<file path="src/rtl/instr_prefetch_queue_pkg.sv">
// instr_prefetch_queue_pkg: fetch-entry type and default sizing shared by the fetch front end
package instr_prefetch_queue_pkg;
    localparam int FETCH_PC_W = 9;
    localparam int FETCH_INS_W = 32;
    localparam int DEFAULT_DEPTH = 4;
    localparam int DEFAULT_MAX_OUTST = 2;
    localparam logic [FETCH_INS_W-1:0] NOP_INSTR = 32'h0;
    typedef struct packed {
        logic [FETCH_PC_W-1:0] pc;
        logic [FETCH_INS_W-1:0] instr;
    } fetch_entry_t;
endpackage

</file>
<file path="src/rtl/instr_prefetch_queue_sync_fifo.sv">
// sync_fifo: power-of-two synchronous FIFO with clear, entry count and combinational head
module sync_fifo #(
    parameter int W = 8,
    parameter int DEPTH = 4
) (
    input  logic clk,
    input  logic reset,
    input  logic clear,
    input  logic push,
    input  logic [W-1:0] push_data,
    input  logic pop,
    output logic [W-1:0] head,
    output logic [$clog2(DEPTH):0] count
);
    localparam int AW = $clog2(DEPTH);
    logic [W-1:0] mem [DEPTH];
    logic [AW-1:0] rd_ptr, wr_ptr;
    always_ff @(posedge clk)
        if (push && !clear) mem[wr_ptr] <= push_data;
    always_ff @(posedge clk or negedge reset) begin
        if (!reset) begin
            rd_ptr <= '0;
            wr_ptr <= '0;
            count <= '0;
        end else if (clear) begin
            rd_ptr <= '0;
            wr_ptr <= '0;
            count <= '0;
        end else begin
            wr_ptr <= wr_ptr + AW'(push);
            rd_ptr <= rd_ptr + AW'(pop);
            count <= count + (AW+1)'(push) - (AW+1)'(pop);
        end
    end
    assign head = mem[rd_ptr];
    a_no_overflow: assert property (@(posedge clk) disable iff (!reset)
        !(push && !pop && !clear && count == (AW+1)'(DEPTH)));
    a_no_underflow: assert property (@(posedge clk) disable iff (!reset)
        !(pop && !clear && count == '0));
endmodule

</file>
<file path="src/rtl/instr_prefetch_queue.sv">
// instr_prefetch_queue: owns the fetch PC, issues in-order imem requests and buffers
// returned instructions with their PCs for the IF/ID register
module instr_prefetch_queue
    import instr_prefetch_queue_pkg::*;
#(
    parameter int PC_W = FETCH_PC_W,
    parameter int INS_W = FETCH_INS_W,
    parameter int DEPTH = DEFAULT_DEPTH,
    parameter int MAX_OUTST = DEFAULT_MAX_OUTST,
    parameter logic [PC_W-1:0] RESET_PC = '0
) (
    input  logic clk,
    input  logic reset,
    output logic imem_req_valid,
    input  logic imem_req_ready,
    output logic [PC_W-1:0] imem_req_addr,
    input  logic imem_rsp_valid,
    input  logic [INS_W-1:0] imem_rsp_data,
    input  logic stall,
    input  logic redirect,
    input  logic [PC_W-1:0] redirect_pc,
    output logic if_valid,
    output logic [PC_W-1:0] if_pc,
    output logic [INS_W-1:0] if_instr,
    output logic [$clog2(DEPTH):0] occupancy
);
    localparam int CW = $clog2(DEPTH) + 1;
    logic [PC_W-1:0] fetch_pc, tag_pc;
    logic [CW-1:0] outstanding, drop_cnt;
    logic req_fire, push, pop, unused;
    fetch_entry_t head, rsp_entry;
    // credits count queued plus in-flight entries so a response always finds room
    assign imem_req_valid = reset && !redirect && outstanding < CW'(MAX_OUTST) &&
                            ({1'b0, occupancy} + {1'b0, outstanding} < (CW+1)'(DEPTH));
    assign imem_req_addr = fetch_pc;
    assign req_fire = imem_req_valid && imem_req_ready;
    assign push = imem_rsp_valid && !redirect && drop_cnt == '0;
    assign pop = if_valid && !stall && !redirect;
    assign rsp_entry = '{pc: tag_pc, instr: imem_rsp_data};
    assign if_valid = occupancy != '0;
    assign if_pc = if_valid ? head.pc : '0;
    assign if_instr = if_valid ? head.instr : NOP_INSTR;
    assign unused = ^redirect_pc[1:0];
    sync_fifo #(.W(PC_W), .DEPTH(DEPTH)) u_tag_q (
        .clk(clk),
        .reset(reset),
        .clear(1'b0),
        .push(req_fire),
        .push_data(fetch_pc),
        .pop(imem_rsp_valid),
        .head(tag_pc),
        .count(outstanding)
    );
    sync_fifo #(.W($bits(fetch_entry_t)), .DEPTH(DEPTH)) u_data_q (
        .clk(clk),
        .reset(reset),
        .clear(redirect),
        .push(push),
        .push_data(rsp_entry),
        .pop(pop),
        .head(head),
        .count(occupancy)
    );
    // every request still in flight at a redirect is stale; earlier drops are a subset of it
    always_ff @(posedge clk or negedge reset) begin
        if (!reset) begin
            fetch_pc <= RESET_PC;
            drop_cnt <= '0;
        end else begin
            fetch_pc <= redirect ? {redirect_pc[PC_W-1:2], 2'b00} : req_fire ? fetch_pc + PC_W'(4) : fetch_pc;
            drop_cnt <= redirect ? outstanding - CW'(imem_rsp_valid) : drop_cnt - CW'(imem_rsp_valid && drop_cnt != '0);
        end
    end
    a_rsp_expected: assert property (@(posedge clk) disable iff (!reset)
        imem_rsp_valid |-> outstanding != '0);
endmodule
</file>
<file path="config.mk">
export PLATFORM = sky130hd
export DESIGN_NAME = instr_prefetch_queue
export DESIGN_NICKNAME = d
export VERILOG_FILES = /design/src/rtl/instr_prefetch_queue_pkg.sv /design/src/rtl/instr_prefetch_queue_sync_fifo.sv /design/src/rtl/instr_prefetch_queue.sv
export SDC_FILE = /design/constraint.sdc
export NUM_CORES = 1
export LEC_CHECK = 0
export ABC_AREA = 1
export CORE_AREA = 2 2 180 200
export CTS_BUF_LIST = sky130_fd_sc_hd__clkbuf_4 sky130_fd_sc_hd__clkbuf_8 sky130_fd_sc_hd__clkbuf_16
export DETAILED_ROUTE_END_ITERATION = 12
export DIE_AREA = 0 0 182 202
export GPL_TIMING_DRIVEN = 0
export HOLD_SLACK_MARGIN = 0.08
export PLACE_DENSITY = 0.43
export RECOVER_POWER = 50
export SLEW_MARGIN = 30
export SYNTH_ARGS = -nofsm -noshare
export SYNTH_HDL_FRONTEND = slang
export SYNTH_SLANG_ARGS = --single-unit
</file>
<file path="constraint.sdc">
create_clock -name clk -period 5.5 [get_ports clk]
set_clock_uncertainty 0.15 [all_clocks]
set_input_delay 0.825 -clock clk [delete_from_list [all_inputs] [get_ports clk]]
set_output_delay 0.825 -clock clk [all_outputs]
set_load 0.05 [all_outputs]
</file>
---- Yosys cells after proc, flatten, opt, wreduce, memory -nomap -nowiden ----
Memory sizes are Yosys's and may differ from the RTL's.
Cells that the tools add are included.
storage, ports and cells
  flip-flop bits (word level) ............. 26
  bits in writable memories ............... 200
  bits of input ports ..................... 47
  output and inout bits ................... 55
  word-level logic and storage cells ...... 52
  memories ................................ 2
memories
  memory        depth  width  read ports  clocked after Yosys merged registers in  write ports  line                                  text
  u_data_q.mem  4      41     1           0                                        1            instr_prefetch_queue_sync_fifo.sv:16  logic [W-1:0] mem [DEPTH];
  u_tag_q.mem   4      9      1           0                                        1            instr_prefetch_queue_sync_fifo.sv:16
operators by class
  $add $sub $neg .......................... 12
  $lt $le $gt $ge ......................... 2
  muxes and demuxes ....................... 12
  reduce and logical (&&, ||, !) cells .... 16
operator list
  cell                   count
  $mux W32               1
  $mux W9                3
  $sub A3 B1 Y3          4
  $logic_and A1 B1 Y1    10
  $add A9 B3 Y9 const B  1
  $add A2 B1 Y2          4
  $add A3 B1 Y3          2
  $mux W3                2
  $reduce_bool A3 Y1     2
  $add A3 B3 Y4          1
  $lt A4 B3 Y1 const B   1
  $mux W1                4
  $mux W2                2
  $logic_not A3 Y1       1
  $lt A3 B2 Y1 const B   1
  $logic_not A1 Y1       2
  $reduce_bool A2 Y1     1

---- Longest topological paths before layout ----
Gate-level depths: netlist of the first run.
  depth in word-level cells ............... 7
  depth in mapped cells ................... 10
  gate-level depth less buffers ........... 10

---- By module ----
From an unflattened synthesis of the first run, not the netlist that was laid out.
second synthesis, totals
  cell total of the unflattened synthesis .. 872
  area, all modules ....................... 9867.0 sq um
by module, submodules not included
  module                instances  cells an instance  area each (sq um)  sequential area each (sq um)
  sync_fifo (u_data_q)  1          520                6877.8             5099.9
  sync_fifo (u_tag_q)   1          147                1824.2             1256.2
  instr_prefetch_queue  1          205                1164.9             250.2

---- Worst setup path after synthesis of the first run ----
No wires, ideal clock.
  kind .................................... in2reg
  start ................................... in redirect
  end ..................................... mem u_data_q.mem[0][0] in the netlist's numbering, enable pin
  library setup time ...................... 0.484 ns
  arrival time ............................ 3.750 ns
  required time ........................... 4.866 ns
  path slack .............................. 1.116 ns
  stages .................................. 3
  buffers on the path ..................... 0
  path through ............................ inv_1 > nand3_1 > nor3_1
on the way
  word-level cells in the longest chain between the ends .. 6
ends and longest elaborated chain
  item                               line                                                              text
  start, declared                    instr_prefetch_queue.sv:20                                        input logic redirect,
  $logic_not A1 Y1 *                 instr_prefetch_queue_sync_fifo.sv:19, instr_prefetch_queue.sv:37
  $logic_and A1 B1 Y1 (2 in series)  instr_prefetch_queue.sv:37                                        assign push = imem_rsp_valid && !redirect && drop_cnt == '0;
  $logic_and A1 B1 Y1 *              instr_prefetch_queue_sync_fifo.sv:19                              if (push && !clear) mem[wr_ptr] <= push_data;
  $mux W1 *                          instr_prefetch_queue_sync_fifo.sv:19
  $mux W1 (implied by the code) *    instr_prefetch_queue_sync_fifo.sv:19
  end, declared                      instr_prefetch_queue_sync_fifo.sv:16
Every way passes the cells marked *; elsewhere a longest branch is shown, timed or not.

---- Final worst setup path of the first run ----
  start ................................... in reset
  end ..................................... out imem_req_valid
on the way
  word-level cells in the longest chain between the ends .. 3
ends and longest elaborated chain
  item                               line                        text
  start, declared                    instr_prefetch_queue.sv:13  input logic reset,
  $logic_and A1 B1 Y1 (3 in series)  instr_prefetch_queue.sv:33  assign imem_req_valid = reset && !redirect && outstanding < CW'(MAX_OUTST) &&
  end, declared                      instr_prefetch_queue.sv:14  output logic imem_req_valid,
Every way passes these cells.

==> key figures, run 1 <==
Pwr
  – Maximum vdd drop: 0.000220 V
  – Pleak: 4.03 nW
  – Design Power: 5.42 mW
  – Cell Pwr Density: 489 nW/um2

Synthesis
  – Synth top area cells: edfxtp_1 64%, nor2_1 8.0%, dfrtp_1 7.0%, o21ai_0 4.5%, a21oi_1 2.4%
  – Count of different cell masters after synthesis: 33
  – Number of flops mapped to enable cells by yosys: 184
  – Cell accounting for the most synthesized area: edfxtp_1
  – Syn Inst Count: 710
  – Syn Area/Cell: 12.1 um2
  – Ys async rst share: 0.115
  – Yosys top cell area share: 0.642
  – Synthesized area: 8610 um2
  – Post-synthesis sequential area ratio: 0.712
  – Number of synthesized register bits: 208
  – Synthesis Warnings: 0
  – Main synth FF type: edfxtp_1

Routing
  – Drt total wl: 21600 um
  – First drt pass iteration count: 5
  – Vias per inst: 4.21
  – DRT iter0 DRCs: 382
  – Final ANT Viol Nets: 0
  – Routed vias: 5577
  – Drt wl/cell: 16.3 um
  – DRC errors left: 0

Die
  – Core area: 34800 um2
  – Initial Utilization: 0.247
  – Boundary Pins: 102
  – Die height: 202 um
  – Die Wd: 182 um
  – DIE AREA: 36800 um2
  – Row cnt: 72

Timing
  – Period utilisation layout: 0.740
  – Setup Viol. Count Final: 0
  – Final hold vios: 0
  – Achievable frequency: 246 MHz
  – Setup ws final: 1.43 ns
  – Worst-margin pin slew: 1.42 ns
  – Worst rel slew slack: 0.0538
  – Min Tclk post-route: 4.07 ns
  – RSZ-0062 raised after global routing: no
  – Slew Viols, Final: 0
  – Fin Setup TNS: 0 ns

Setup path
  – WS Path Type: input port to output pin
  – Slowest-stage cell, CP: clkbuf_1
  – CP Launch Type: input port
  – Worst Path Arrival: 3.09 ns
  – Worst-path cell chain: clkbuf_1, inv_1, nor2_1, nand2_1, nor2_4, clkdlybuf4s50_1
  – Slowest stage delay, CP: 1.00 ns
  – Worst Path Max Fanout: 25
  – Kind of cell adding the most delay to the critical path: buffers and inverters
  – CP Buf/Inv Count: 3
  – CP Data Required Time: 4.53 ns
  – Worst setup EP type: output pin

Clocking
  – Clock slew at reported path FFs: 0.05 ns
  – Clock sink count: 208
  – Worst skew pair latency: 0.51 ns
  – CTS tree: done
  – Clk buf depth: 3
  – Number of H-tree levels: 1
  – CTS Buf Count: 25
  – Post-CTS setup buffers: 0
  – CTS Root Cell: clkbuf_16
  – CTS Hold Buffers Added: 0
  – Post_cts resized: 0

Placed design
  – PortBufs: 95
  – GPL Wtd Cong: 0.729
  – Dpl ws: 1.88 ns
  – Placed cell count: 1278
  – DP HPWL: 14600 um

Finish
  – Final core occ: 0.319
  – P&R area growth vs syn: 28.9%
  – Fin cells: 1324
  – NumNets Final: 926
  – Layout cell share with drive strength beyond 1: 0.113

Run status
  – Status: finished clean

Global routing
  – Initial antenna violation count: 2
  – First-pass GRT wire length: 32900 um
  – Total Routing Usage GR: 0.117
  – Vias in the first global route: 5573
  – GRT overflow: 0
  – Largest net degree at the start of global routing: 26

Job
  – Max Cap Viol: 0

Hold path
  – Min-Delay Path Class: flop to flop
cell usage after synthesis (all sizes together) (5+ instances only):
library cell / instances
nor3: 10
nand3: 16
o21ai: 98
inv: 34
ha: 16
o22ai: 7
clkbuf: 12
dfrtp: 24
nand2: 40
xor2: 5
edfxtp: 184
buf: 28
nor2: 185
a21oi: 41
where the power goes:
group,leakage (nW),internal (mW),switching [mW]
clock network,0.377,0.908,0.617
registers,1.96,1.87,0.0770
logic,1.69,0.597,1.35
total,4.03,3.37,2.05
per-stage QoR:
step | cell area [um2] | hold slack (ns)
2_1_floorplan | 8620 | 0.329
3_3_place_gp | 10100 | 0.343
3_5_place_dp | 10400 | 0.348
4_1_cts | 11100 | 0.167
5_1_grt | 11100 | 0.366
6_report | 11100 | 0.358
final timing paths:
path                                   start                end  slack [ns]  cells past startpoint
min                        u_tag_q.wr_ptr[0]  u_tag_q.wr_ptr[0]        0.36                      1
min reg2reg                u_tag_q.wr_ptr[0]  u_tag_q.wr_ptr[0]        0.36                      1
max in group asynchronous              reset   u_tag_q.count[2]        3.87                      1
min in group asynchronous              reset   imem_req_addr[7]        0.47                      1
max reg2reg                 u_tag_q.count[1]  u_tag_q.mem[0][2]        2.58                      8
max                                    reset     imem_req_valid        1.43                      6
flip-flops by register name, indices dropped and copies added, names as in the netlist:
register / count
u_tag_q.rd_ptr: 2
u_data_q.mem: 156
drop_cnt: 3
u_data_q.rd_ptr: 2
u_tag_q.wr_ptr: 2
imem_req_addr: 7
u_data_q.count: 3
u_tag_q.count: 3
u_tag_q.mem: 28
u_data_q.wr_ptr: 2
cell usage in the layout, fill, tap and decap left out, types with 24 or more instances in the layout:
cell,n
a21oi_1,41
buf_4,31
clkbuf_16,25
clkdlybuf4s50_1,60
dfrtp_1,24
dlygate4sd3_1,34
edfxtp_1,184
inv_1,32
nand2_1,39
nor2_1,183
o21ai_0,78
kinds of logic (layout without fill, tap and decap cells):
| family | after synthesis | in the layout | share of synthesized area |
|---|---|---|---|
| other | 1 | 5 | 0.000436 |
| xor gates and xnor gates | 7 | 7 | 0.00712 |
| and+or+nand+nor | 255 | 255 | 0.121 |
| DFF | 208 | 208 | 0.712 |
| adders and majority gates | 18 | 18 | 0.0279 |
| buffers and inverters | 74 | 240 | 0.0445 |
| AOI/OAI and AO/OA | 147 | 147 | 0.0868 |
routing by layer:
layer	global-route usage	part of all wire	vias to the layer above
li1	-	-	2775
met1	0.152	0.45	2650
met2	0.202	0.48	119
met3	0.0236	0.052	31
met4	0.0276	0.017	2
met5	0	0.00042	-
final cells by class:
class / count / area (um2)
tap: 444 / 556
clock inverter: 14 / 93.8
timing repair buffer: 121 / 1170
sequential: 208 / 6130
fill: 3519 / 23700
buffer: 40 / 253
antenna: 1 / 2.50
clock buffer: 31 / 671
multi-input combinational: 431 / 2090
inverter: 34 / 130
Power figures use the tool's default switching activity.
==> run 2, diff against run 1 <==
clock period = 4.1 ns   (was 5.5 ns; I/O delays follow)
==> run 2 against run 1 <==
Compared with the run above: total power is 34% higher; sequential cell count stayed put; worst hold slack worse by 0.0038 ns.
==> key figures, run 2 (synthesis results as in run 1) <==
Run status
  – Status: finished clean (unchanged)

Placed design
  – Dpl cell area: 10400 um2 (unchanged)
  – DP HPWL: 14600 um (unchanged)
  – GPL Wtd Cong: 0.729 (unchanged)
  – PortBufs: 95 (unchanged)

Timing
  – RSZ-0062 raised after global routing: no (unchanged)
  – Setup Viol. Count Final: 0 (unchanged)
  – Worst-margin pin slew: 1.06 ns (was 1.42 ns)
  – Achievable frequency: 271 MHz
  – Slew Viols, Final: 0 (unchanged)
  – Worst rel slew slack: 0.291 (was 0.0538)
  – Min Tclk post-route: 3.69 ns
  – Period utilisation layout: 0.899
  – Final hold vios: 0 (unchanged)
  – Fin Setup TNS: 0 ns (unchanged)

Finish
  – P&R area growth vs syn: 29.1% (was 28.9%)
  – Finished Cell Area: 11100 um2 (about the same)
  – Most frequent cells in the layout: 184 x edfxtp_1, 183 x nor2_1, 78 x o21ai_0 (unchanged)
  – Layout cell share with drive strength beyond 1: 0.114 (was 0.113)
  – Max FFs per register: 156 (unchanged)
  – NumNets Final: 927 (was 926)
  – Register bank with the most flops: u_data_q.mem (unchanged)
  – Most common cell after layout, fill and taps aside: edfxtp_1 (unchanged)

Clocking
  – Post_cts resized: 0 (unchanged)
  – Clock sink count: 208 (unchanged)
  – CTS tree: done (unchanged)
  – Worst skew pair latency: 0.51 ns (about the same)
  – Clock slew at reported path FFs: 0.05 ns (about the same)
  – CTS Root Cell: clkbuf_16 (unchanged)
  – Number of H-tree levels: 1 (unchanged)
  – CTS Buf Count: 25 (unchanged)
  – Clk buf depth: 3 (unchanged)

Pwr
  – Internal power consumption: 4.52 mW (was 3.37 mW)
  – Comb pwr share: 0.360 (about the same)
  – Maximum vdd drop: 0.000295 V (was 0.000220 V)
  – Cell Pwr Density: 655 nW/um2 (was 489 nW/um2)
  – Pleak: 4.04 nW (was 4.03 nW)
  – Switch Pwr: 2.75 mW (was 2.05 mW)
  – Clock share of power: 0.281 (was 0.282)
  – Seq pwr share: 0.358 (was 0.359)
  – Sw Ratio: 0.378 (about the same)

Global routing
  – Largest net degree at the start of global routing: 26 (unchanged)
  – First-pass GRT wire length: 33000 um (was 32900 um)
  – Vias in the first global route: 5585 (was 5573)
  – Initial antenna violation count: 2 (unchanged)
  – GRT overflow: 0 (unchanged)
  – Total Routing Usage GR: 0.117 (about the same)

Setup path
  – FF-to-FF End: u_data_q.mem[0][20] (was u_tag_q.mem[0][2])
  – CP Launch Type: input port (unchanged)
  – R2R setup slack: 1.28 ns (was 2.58 ns)
  – WS Path Type: input port to output pin (unchanged)
  – Setup crit end: imem_req_valid (unchanged)
  – Worst Path Max Fanout: 25 (unchanged)
  – FF-to-FF Start: drop_cnt[2] (was u_tag_q.count[1])
  – Worst Setup SP: reset (unchanged)
  – CP Data Required Time: 3.34 ns (was 4.53 ns)
  – Worst Path Arrival: 2.92 ns (was 3.09 ns)
  – Worst setup EP type: output pin (unchanged)
  – Worst r2r path cells: 7 (was 8)

Hold path
  – Min-Delay Path Class: flop to flop (unchanged)
  – Hold depth: 1 (unchanged)

Routing
  – Drt wl/cell: 16.3 um (about the same)
  – First drt pass iteration count: 5 (unchanged)
  – Final ANT Viol Nets: 0 (unchanged)
  – DRC errors left: 0 (unchanged)
  – DRT iter0 DRCs: 382 (unchanged)
  – Vias per inst: 4.22 (was 4.21)
  – Routed vias: 5598 (was 5577)
  – Drt total wl: 21600 um (about the same)

Job
  – Max Cap Viol: 0 (unchanged)

Die
  – Die Wd: 182 um (unchanged)
  – Row cnt: 72 (unchanged)
  – Boundary Pins: 102 (unchanged)
  – Initial Utilization: 0.247 (unchanged)
  – DIE AREA: 36800 um2 (unchanged)
  – Core area: 34800 um2 (unchanged)
  – Die height: 202 um (unchanged)
## run 2: cell count changes in the layout (fill, tap and decap cells not counted)
cell           delta
clkbuf_1          +1
buf_2             +1
buf_4             -2
nand2_1           -2
nor3_2            -1
nand2_4           +1
dlygate4sd3_1     +1
nor3_4            +1
nand2_2           +1
## run 2: timing repair
item	CTS	global route
hold buffers	1	0
setup buffers	0	0
hold endpoints to repair	24	0
## run 2: worst min-delay path by stage
stage	startpoint	to	slack, ns
detailed placement	u_tag_q.wr_ptr[0]	u_tag_q.wr_ptr[0]	0.35
floorplan	reset	drop_cnt[0]	0.17
global placement	u_tag_q.wr_ptr[0]	u_tag_q.wr_ptr[0]	0.34
CTS	u_tag_q.wr_ptr[0]	u_tag_q.wr_ptr[0]	0.36
global route	u_tag_q.wr_ptr[0]	u_tag_q.wr_ptr[0]	0.37
finish	u_tag_q.wr_ptr[0]	u_tag_q.wr_ptr[0]	0.35
## run 2: cell type report
type	instances	area, um2
Multi-Input combinational cell	431	2110
Timing Repair Buffer	122	1170
Inverter	34	130
Buffer	40	253
Fill cell	3518	23700
Sequential cell	208	6130
Clock inverter	14	93.8
Antenna cell	1	2.50
Tap cell	444	556
Clock buffer	31	671
## run 2: power by group through the flow
stage                     clock network, mW  logic [mW]  registers, mW
after floorplan                           0        1.64           2.70
after global placement                    0        2.66           2.66
after detailed placement                  0        2.68           2.65
after CTS                              2.10        2.69           2.61
after global routing                   2.18        2.84           2.63
final                                  2.05        2.62           2.61
## run 2: metal layers
layer	vias up	GRT usage	part of all wire
li1	2778	-	-
met1	2662	0.152	0.45
met2	125	0.202	0.48
met3	31	0.0236	0.051
met4	2	0.0276	0.016
met5	-	0	0.00042
## run 2: critical path, cell delays in order
cell and delay [ns]:
dlygate4sd3_1 0.51, buf_2 0.48, inv_1 0.08, nor2_1 0.10, nand2_1 0.14, nor2_4 0.15
clkdlybuf4s50_1 0.82
## run 2: per-stage QoR
stage	hold WS, ns	std cells	utilization	total power [mW]	worst slack (ns)
4_1_cts	0.361	1324	0.320	7.41	0.352
3_5_place_dp	0.348	1278	0.298	5.34	0.856
2_1_floorplan	0.169	713	-	4.34	-0.0744
5_1_grt	0.366	1324	0.319	7.65	0.180
3_3_place_gp	0.343	1252	0.291	5.32	-3.46
6_report	0.354	1325	0.319	7.28	0.414
==> run 3, diff against run 2 <==
CTS_BUF_LIST = sky130_fd_sc_hd__clkbuf_16   (was sky130_fd_sc_hd__clkbuf_4 sky130_fd_sc_hd__clkbuf_8 sky130_fd_sc_hd__clkbuf_16)
SKIP_CTS_REPAIR_TIMING = 1   (was default)
==> run 3 against run 2 <==
Compared with the run above: critical endpoint unchanged; non-clock buffer count did not move; sequential share of layout area rose by 0.11 points; critical path type unchanged; via count barely moved; worst hold slack barely moved.
==> key figures, run 3 (synthesis results as in run 1) <==
Setup path
  – Worst setup EP type: output pin (unchanged)
  – Worst Path Arrival: 2.92 ns (about the same)
  – CP Data Required Time: 3.34 ns (about the same)
  – Worst Setup SP: reset (unchanged)
  – FF-to-FF Start: drop_cnt[2] (unchanged)
  – WS Path Type: input port to output pin (unchanged)
  – Worst Path Max Fanout: 25 (unchanged)
  – CP Launch Type: input port (unchanged)

Die
  – Boundary Pins: 102 (unchanged)
  – DIE AREA: 36800 um2 (unchanged)
  – Die height: 202 um (unchanged)
  – Initial Utilization: 0.247 (unchanged)
  – Die Wd: 182 um (unchanged)
  – Row cnt: 72 (unchanged)
  – Core area: 34800 um2 (unchanged)

Timing
  – RSZ-0062 raised after global routing: no (unchanged)
  – Fin Setup TNS: 0 ns (unchanged)
  – Worst-margin pin slew: 1.07 ns (was 1.06 ns)
  – Hold slack final: 0.354 ns (about the same)
  – Achievable frequency: 271 MHz (about the same)
  – Worst rel slew slack: 0.281 (was 0.291)
  – Setup ws final: 0.414 ns (about the same)
  – Period utilisation layout: 0.899 (about the same)
  – Final hold vios: 0 (unchanged)
  – Min Tclk post-route: 3.69 ns (about the same)
  – Slew Viols, Final: 0 (unchanged)
  – Setup Viol. Count Final: 0 (unchanged)

Global routing
  – Total Routing Usage GR: 0.117 (about the same)
  – Initial antenna violation count: 2 (unchanged)
  – Largest net degree at the start of global routing: 26 (unchanged)
  – GRT overflow: 0 (unchanged)
  – Vias in the first global route: 5587 (was 5585)
  – First-pass GRT wire length: 33000 um (unchanged)

Routing
  – DRT iter0 DRCs: 398 (was 382)
  – Drt wl/cell: 16.4 um (was 16.3 um)
  – DRC errors left: 0 (unchanged)
  – Drt total wl: 21700 um (was 21600 um)
  – Vias per inst: 4.23 (was 4.22)
  – First drt pass iteration count: 5 (unchanged)
  – Routed vias: 5603 (was 5598)
  – Final ANT Viol Nets: 0 (unchanged)

Clocking
  – Clock slew at reported path FFs: 0.05 ns (about the same)
  – Clock sink count: 208 (unchanged)
  – CTS tree: done (unchanged)
  – CTS Buf Count: 25 (unchanged)
  – CTS Root Cell: clkbuf_16 (unchanged)
  – Number of H-tree levels: 1 (unchanged)
  – Clk buf depth: 3 (unchanged)
  – Worst skew pair latency: 0.51 ns (about the same)

Finish
  – Fill cells: 3523 (was 3518)
  – Most frequent cells in the layout: 184 x edfxtp_1, 183 x nor2_1, 78 x o21ai_0 (unchanged)
  – Register bank with the most flops: u_data_q.mem (unchanged)
  – Most common cell after layout, fill and taps aside: edfxtp_1 (unchanged)
  – Max FFs per register: 156 (unchanged)
  – Layout cell share with drive strength beyond 1: 0.107 (was 0.114)
  – Fin cells: 1325 (unchanged)
  – NumNets Final: 927 (unchanged)
  – P&R area growth vs syn: 28.8% (was 29.1%)

Pwr
  – Design Power: 7.23 mW (was 7.28 mW)
  – Maximum vdd drop: 0.000295 V (about the same)
  – Pleak: 4.05 nW (was 4.04 nW)
  – Cell Pwr Density: 652 nW/um2 (was 655 nW/um2)

Job
  – Max Cap Viol: 0 (unchanged)

Placed design
  – Dpl ws: 0.856 ns (unchanged)
  – DP HPWL: 14600 um (unchanged)
  – GPL Wtd Cong: 0.729 (unchanged)
  – Placed cell count: 1278 (unchanged)
  – PortBufs: 95 (unchanged)

Run status
  – Status: finished clean (unchanged)

Hold path
  – Min-Delay Path Class: flop to flop (unchanged)
  – Hold Startpoint: u_tag_q.wr_ptr[0] (unchanged)
run 3: cell count changes in the layout (fill, tap and decap cells not counted):
cell,before,now
clkbuf_4,6,0
inv_1,32,38
run 3: layer usage:
layer,wire length (um),track usage,vias up,share of wire
li1,-,-,2779,-
met1,9670,0.152,2661,0.45
met2,10500,0.202,130,0.48
met3,1160,0.0236,31,0.054
met4,349,0.0276,2,0.016
met5,9,0,-,0.00042
run 3: cell type report:
| type | count | area, um2 | area share |
|---|---|---|---|
| Antenna cell | 1 | 2.50 | 0.000226 |
| Buffer | 40 | 253 | 0.0228 |
| Clock buffer | 25 | 626 | 0.0564 |
| Clock inverter | 20 | 116 | 0.0105 |
| Inverter | 34 | 130 | 0.0117 |
| Multi-Input combinational cell | 431 | 2110 | 0.190 |
| Sequential cell | 208 | 6130 | 0.553 |
| Tap cell | 444 | 556 | 0.0501 |
| Timing Repair Buffer | 122 | 1170 | 0.106 |
run 3: power breakdown:
part           total (mW)  internal, mW  switching [mW]
Sequential           2.61          2.51           0.103
Combinational        2.62         0.801            1.82
Clock                2.00          1.16           0.832
run 3: worst max-delay path: stages:
cell	delay [ns]
dlygate4sd3_1	0.51
buf_2	0.48
inv_1	0.08
nor2_1	0.10
nand2_1	0.14
nor2_4	0.15
clkdlybuf4s50_1	0.82
run 3: worst paths after layout:
path / endpoint / slack (ns) / cells past startpoint
setup / recovery: imem_req_valid / 0.41 / 7
hold / removal: u_tag_q.wr_ptr[0] / 0.35 / 1
setup reg to reg: u_data_q.mem[0][20] / 1.28 / 7
hold reg to reg: u_tag_q.wr_ptr[0] / 0.35 / 1
max in group asynchronous: u_data_q.count[1] / 2.91 / 2
min in group asynchronous: imem_req_addr[7] / 0.48 / 2
run 3: through the flow:
stage | area [um2] | utilization
after CTS | 11100 | 0.319
after floorplan | 8620 | -
final | 11100 | 0.319
after global placement | 10100 | 0.291
after global routing | 11100 | 0.319
after detailed placement | 10400 | 0.298
